<file path="config.mk">
export PLATFORM = sky130hd
export DESIGN_NAME = reg_output_port
export DESIGN_NICKNAME = d
export VERILOG_FILES = /design/src/rtl/reg_output_port.sv
export SDC_FILE = /design/constraint.sdc
export NUM_CORES = 1
export LEC_CHECK = 0
export BUFFER_PORTS_ARGS = -buffer_cell sky130_fd_sc_hd__buf_2
export CELL_PAD_IN_SITES_DETAIL_PLACEMENT = 1
export CELL_PAD_IN_SITES_GLOBAL_PLACEMENT = 1
export CORE_AREA = 2 2 161 163
export DETAILED_ROUTE_END_ITERATION = 8
export DIE_AREA = 0 0 163 165
export HOLD_SLACK_MARGIN = 0.06
export PLACE_DENSITY_LB_ADDON = 0.1
export SLEW_MARGIN = 20
export SYNTH_ARGS = -nofsm -noshare
export SYNTH_HDL_FRONTEND = slang
export SYNTH_SLANG_ARGS = --single-unit
</file>
<file path="constraint.sdc">
create_clock -name clock -period 3.3 [get_ports clock]
set_input_delay 0.495 -clock clock [delete_from_list [all_inputs] [get_ports clock]]
set_output_delay 0.495 -clock clock [all_outputs]
set_load 0.02 [all_outputs]
</file>
<file path="src/rtl/reg_output_port.sv">
// reg_output_port: captures a selected architectural register on an OUT strobe into a
// small FIFO and presents the head word to an external consumer with a valid/ack handshake.
`default_nettype none

module reg_output_port #(
  parameter int DATA_WIDTH = 32,
  parameter int FIFO_DEPTH = 4,
  parameter int PTR_WIDTH  = 2
) (
  input  logic                  clock,
  input  logic                  reset,
  input  logic                  OutputSignal,
  input  logic [2:0]            RegSelect,
  input  logic [DATA_WIDTH-1:0] Accumulator,
  input  logic [DATA_WIDTH-1:0] IndexedX,
  input  logic [DATA_WIDTH-1:0] IndexedY,
  input  logic [DATA_WIDTH-1:0] StackPointer,
  input  logic [DATA_WIDTH-1:0] StatusRegister,
  output logic [DATA_WIDTH-1:0] Output_Wire,
  output logic                  OutputValid,
  input  logic                  OutputAck,
  output logic                  OutputFull,
  output logic [PTR_WIDTH:0]    OutputCount,
  output logic                  OutputOverflow
);

  localparam logic [PTR_WIDTH:0] FULL_COUNT = (PTR_WIDTH+1)'(FIFO_DEPTH);

  logic [DATA_WIDTH-1:0] mem [FIFO_DEPTH];
  logic [PTR_WIDTH-1:0]  wr_ptr;
  logic [PTR_WIDTH-1:0]  rd_ptr;
  logic [PTR_WIDTH-1:0]  rd_ptr_next;
  logic [PTR_WIDTH:0]    count;
  logic [PTR_WIDTH:0]    count_next;
  logic [DATA_WIDTH-1:0] push_data;
  logic [DATA_WIDTH-1:0] head_next;
  logic                  pop;
  logic                  push_ok;

  always_comb begin
    push_data = '0;
    case (RegSelect)
      3'd0:    push_data = Accumulator;
      3'd1:    push_data = IndexedX;
      3'd2:    push_data = IndexedY;
      3'd3:    push_data = StackPointer;
      3'd4:    push_data = StatusRegister;
      default: push_data = '0;
    endcase
  end

  assign OutputValid = (count != '0);
  assign OutputFull  = (count == FULL_COUNT);
  assign OutputCount = count;

  // A pop in the same cycle frees the slot, so a push into a full FIFO is still accepted.
  assign pop        = OutputValid && OutputAck;
  assign push_ok    = OutputSignal && (!OutputFull || pop);
  assign count_next = count + (PTR_WIDTH+1)'(push_ok) - (PTR_WIDTH+1)'(pop);
  assign rd_ptr_next = pop ? rd_ptr + PTR_WIDTH'(1) : rd_ptr;

  // The word written this edge can become the head immediately (empty, or last word popped).
  assign head_next = (push_ok && (wr_ptr == rd_ptr_next)) ? push_data : mem[rd_ptr_next];

  always_ff @(posedge clock) begin
    if (push_ok) begin
      mem[wr_ptr] <= push_data;
    end
  end

  always_ff @(posedge clock or posedge reset) begin
    if (reset) begin
      wr_ptr         <= '0;
      rd_ptr         <= '0;
      count          <= '0;
      Output_Wire    <= '0;
      OutputOverflow <= 1'b0;
    end else begin
      if (push_ok) begin
        wr_ptr <= wr_ptr + PTR_WIDTH'(1);
      end
      rd_ptr <= rd_ptr_next;
      count  <= count_next;
      if (count_next != '0) begin
        Output_Wire <= head_next;
      end
      if (OutputSignal && OutputFull && !pop) begin
        OutputOverflow <= 1'b1;
      end
    end
  end

endmodule

`default_nettype wire

</file>
### Yosys cells after proc, flatten, opt, wreduce, memory -nomap -nowiden

Memories as Yosys holds them, arrays and structs flattened. A register that Yosys moved wholly into a read port is not among the register bits.
Cells that the tools add are included.

* input bits: 167
* RAM bits: 128
* logic and storage cells: 28
* register bits after elaboration: 8
* latch bits: 0
* ROM bits: 0
* memories kept: 1
* output and inout port bits: 38

* multipliers: 0
* muxes and demuxes: 4
* reduce and logical (&&, ||, !) cells: 10
* bitwise operators: 0
* div/mod/pow operators: 0
* shift-type cells: 0
* $lt $le $gt $ge: 0
* add/subtract/negate cells: 4
* equality and inequality tests: 5

Memories
* mem: depth 4, bits a word 32, read ports 1, clocked after memory_dff 1, wr ports 1, RTL line 29 `logic [DATA_WIDTH-1:0] mem [FIFO_DEPTH];`

Operator list (number)
* $pmux 32 s5: 1
* $eq 3x2->1 const B: 2
* $eq 3x3->1 const B: 2
* $reduce_bool 3->1: 2
* $add 2x1->2 const B: 2
* $logic_and 1x1->1: 4
* $add 3x1->3: 1
* $eq 3x1->1 const B: 1
* $logic_not 3->1: 1
* $sub 3x1->3: 1
* $logic_not 1->1: 2
* $mux 1: 2
* $mux 2: 1
* $logic_or 1x1->1: 1

### Longest topological paths before layout

* depth in word-level cells: 7
* gate-level depth with buffers: 14
* gate-level depth less buffers: 11

### Worst setup path after synthesis

Ideal clock, no wire load.

* path type: register to register
* start point: register count[1] (netlist: OutputCount[1])
* end point: register Output_Wire[10], read port of mem
* period minus slack after synthesis: 3.576 ns
* arrival time: 3.495 ns
* required time: 3.220 ns
* stages on the path, launching flop included: 15
* slack: -0.276 ns
* cells stage by stage: dfrtp_1 > buf_2 > nor3b_1 > a21boi_0 > buf_2 > nand2_1 > nand2_1 > ha_1 > fa_1 > xnor3_1 > nor3_4 > or3b_1 > buf_2 > buf_6 > o211ai_2

* word-level cells in the longest chain between the ends: 7
* elaborated cells between the ends (all ways): 10
* those cells by class: add/sub: 2; eq/ne: 1; mux: 1; reduce/logical: 6

Ends and longest elaborated chain
* start: declaration: RTL line 33 `logic [PTR_WIDTH:0] count;`
* start signal: assignment: RTL line 83 `count <= count_next;`
* $eq 3x3->1: RTL line 53 `assign OutputFull = (count == FULL_COUNT);`
* via OutputFull: RTL line 22 `output logic OutputFull,`
* $logic_not 1->1: RTL line 58 `assign push_ok = OutputSignal && (!OutputFull || pop);`
* $logic_or 1x1->1: RTL line 58
* $logic_and 1x1->1: RTL line 58
* $add 3x1->3: RTL line 59 `assign count_next = count + (PTR_WIDTH+1)'(push_ok) - (PTR_WIDTH+1)'(pop);`
* $sub 3x1->3: RTL line 59
* via count_next[2]: RTL line 34 `logic [PTR_WIDTH:0] count_next;`
* $reduce_bool 3->1: RTL line 84 `if (count_next != '0) begin`
* end: declaration: RTL line 19 `output logic [DATA_WIDTH-1:0] Output_Wire,`

The timed path passes the listed nets, and every way through them passes these cells.
A chain may end at the register's enable or synchronous reset.

### Final worst setup path

* start point: register count[2] (netlist: OutputCount[2])
* end point: register Output_Wire[25], read port of mem

* word-level cells in the longest chain between the ends: 7
* elaborated cells between the ends (all ways): 10
* those cells by class: add/sub: 2; eq/ne: 1; mux: 1; reduce/logical: 6

Ends and longest elaborated chain (RTL line)
* $eq 3x3->1 / $reduce_bool 3->1 (equally long branches): 53, 52
* $logic_not 1->1 / $logic_and 1x1->1 (equally long branches): 58, 57
* $logic_or 1x1->1: 58
* $logic_and 1x1->1: 58
* $add 3x1->3: 59
* $sub 3x1->3 (*): 59
* via count_next[2]: 34
* $reduce_bool 3->1 (*): 84

Mark *: on every way through the listed nets, which the timed path passes. The rest lies on a longest branch.

==> impl_metrics.tcl <==
set metrics [dict create \
    final_cells 1400 \
    die_x_um 163 \
    synth_cell_type_count 37 \
    drtIter0Drc 495 \
    comb_power_share 0.494 \
    htreeDepth 4 \
    layout-drive-gt1-share 0.300 \
    status "completed" \
    rsz0062_at_grt "false" \
    die_area_um2 26900 \
    area_delta_synth_final_pct 20.9 \
    syn-cell-area_um2 9610 \
    finalSetupTns_ps 0 \
    required_ps 3640 \
    overflow 0 \
    cts_setup_buffers 0 \
    crit_path_end_kind "flip-flop" \
    seq_area_frac_synth 0.504 \
    ys_seq_elements 168 \
    die_h_um 165 \
    antenna_left 0 \
    power_per_cell_area_nw_per_um2 908 \
    clk_pin_slew_worst_paths_ps 70 \
    wirelength_um 31900 \
    syn_inst 895 \
    io_buffers 204 \
    core_region_area_um2 25000 \
    post-route-min-period_ps 3030 \
    cts_resized 0 \
    critPathMaxFanout 16 \
    crit_arrival_ps 3370 \
    clockBufferDepth 2 \
    gp_congestion 0.762 \
    start_util 0.384 \
    max_freq_mhz 330 \
    routedWlPerCell_um 22.8 \
    final_cell_mix "buf_2, nand2_1, edfxtp_1" \
    async_flop_share 0.238 \
    viasPerCell 5.99 \
    maxCapViolCount 0 \
    grt_pass1_wl_um 49800 \
    drt_first_pass_iters 5 \
    antenna_cells 0 \
    power.switching_mw 4.61 \
    synth_fp_nets 1068 \
    hold_viol 0 \
    track_usage 0.243 \
    dp_hpwl_um 20700 \
    final_nets 1230 \
    fin_crit_sh 0.918 \
    crit_path_start_kind "flip-flop" \
    setup_violations 0 \
    synth_edf_count 128 \
    synthFlopType "edfxtp_1" \
    cts_tree "built" \
    antenna_found_initial 0 \
    cts_hold_buf 0 \
    cts_sinks 168 \
    cts_buffers 17 \
    drcViolationCount 0 \
    vias 8388 \
    skew_ps 10.2 \
    num_rows 58 \
    whs_ps 124 \
    worst_pin_slew_ps 941 \
    p_leak_nw 4.62 \
    p_int_mw 5.95 \
    final_common_cell "buf_2" \
    yosysWarnings 0 \
    relSlewSlack 0.370 \
    grt_start_max_net_pins 70 \
    ios 205 \
    dp.cells 1368 \
    grt_pass1_vias 8755 \
    p_seq_frac 0.320 \
    ir_drop_uv 1600 \
    postLayoutCoreUtil 0.464 \
    switching_share 0.437 \
    hold_path_class "in2async" \
    maxSlewViolCount 0 \
    crit_type "reg2reg" \
    clk_latency_ps 430 \
    p_clk_frac 0.187 \
    clock-root-buffer "clkbuf_16" \
    syn_avg_cell_area_um2 10.7 \
]
## flip-flops by register name, summed over array words and instances, names as in the netlist
name / count
OutputCount: 3
rd_ptr: 2
mem: 128
wr_ptr: 2
Output_Wire: 32
OutputOverflow: 1
## critical path, stage by stage, from the launching register on
cell and delay [ps]:
dfrtp_2 500, nor3b_2 280, a21boi_0 150, nand2_1 90, nand2_1 60, ha_1 200
fa_1 400, xnor3_1 280, nor3_4 70, or3b_2 540, buf_12 200, o211ai_1 180
## worst paths after layout
| kind | endpoint | slack (ps) | start | depth (start not counted) |
|---|---|---|---|---|
| min in group clock | OutputOverflow | 340 | OutputSignal | 2 |
| setup / recovery | Output_Wire[25] | 270 | OutputCount[2] | 11 |
| hold reg to reg | OutputOverflow | 470 | OutputOverflow | 1 |
| max in group asynchronous | Output_Wire[4] | 2440 | reset | 3 |
| setup reg to reg | Output_Wire[25] | 270 | OutputCount[2] | 11 |
| hold / removal | Output_Wire[21] | 120 | reset | 2 |
## layer usage
metal / share of wire / vias up / track usage / wire length [um]
li1: - / 3850 / - / -
met1: 0.43 / 4208 / 0.313 / 13700
met2: 0.49 / 294 / 0.413 / 15500
met3: 0.065 / 36 / 0.0507 / 2080
met4: 0.019 / 0 / 0.0736 / 605
met5: 0 / - / 0 / 0
## stage by stage
| stage | instance area [um^2] | setup slack (ps) | power [mW] |
|---|---|---|---|
| finish | 11600 | 271 | 10.6 |
| global route | 11600 | 75.5 | 11.2 |
| CTS | 11600 | 236 | 10.6 |
| detailed placement | 11000 | 248 | 8.65 |
| global placement | 11000 | 344 | 8.53 |
| floorplan | 9620 | 17.3 | 6.84 |
## kinds of logic after synthesis
family	synth area share
AOI/OAI and AO/OA	0.295
and+or+nand+nor	0.0882
DFF	0.504
buffers and inverters	0.0619
muxes	0.0354
xor gates and xnor gates	0.00690
adders and majority gates	0.00859
## synth_stat cells (3+ instances only)
master / n / area, um^2
inv_1: 38 / 143
a211oi_1: 64 / 480
o311a_1: 64 / 641
clkbuf_1: 65 / 244
mux2i_1: 34 / 340
ha_1: 5 / 62.6
xnor2_1: 4 / 35.0
buf_6: 4 / 45.0
edfxtp_1: 128 / 3840
a311oi_1: 64 / 561
buf_1: 5 / 18.8
nand2_1: 196 / 736
and2_1: 4 / 25.0
nor3b_1: 3 / 22.5
o211ai_1: 34 / 255
a221oi_1: 31 / 272
o211ai_2: 30 / 375
o21ai_0: 34 / 170
nand2b_1: 3 / 18.8
buf_2: 29 / 145
dfrtp_1: 40 / 1000
## power by group through the flow
stage	combinational, mW	clock (mW)	sequential, mW
final	5.21	1.97	3.37
after global routing	5.68	2.08	3.45
after CTS	5.26	2.01	3.38
after detailed placement	5.25	0	3.40
after global placement	5.12	0	3.40
after floorplan	3.34	0	3.50
## layout make-up
type	instances	area [um^2]
Tap cell	330	413
Clock inverter	13	148
Sequential cell	168	4850
Fill cell	2813	13400
Clock buffer	19	433
Timing Repair Buffer	246	1440
Multi-Input combinational cell	586	4200
Inverter	38	143
Note: power is estimated with default switching activity, not from simulation.
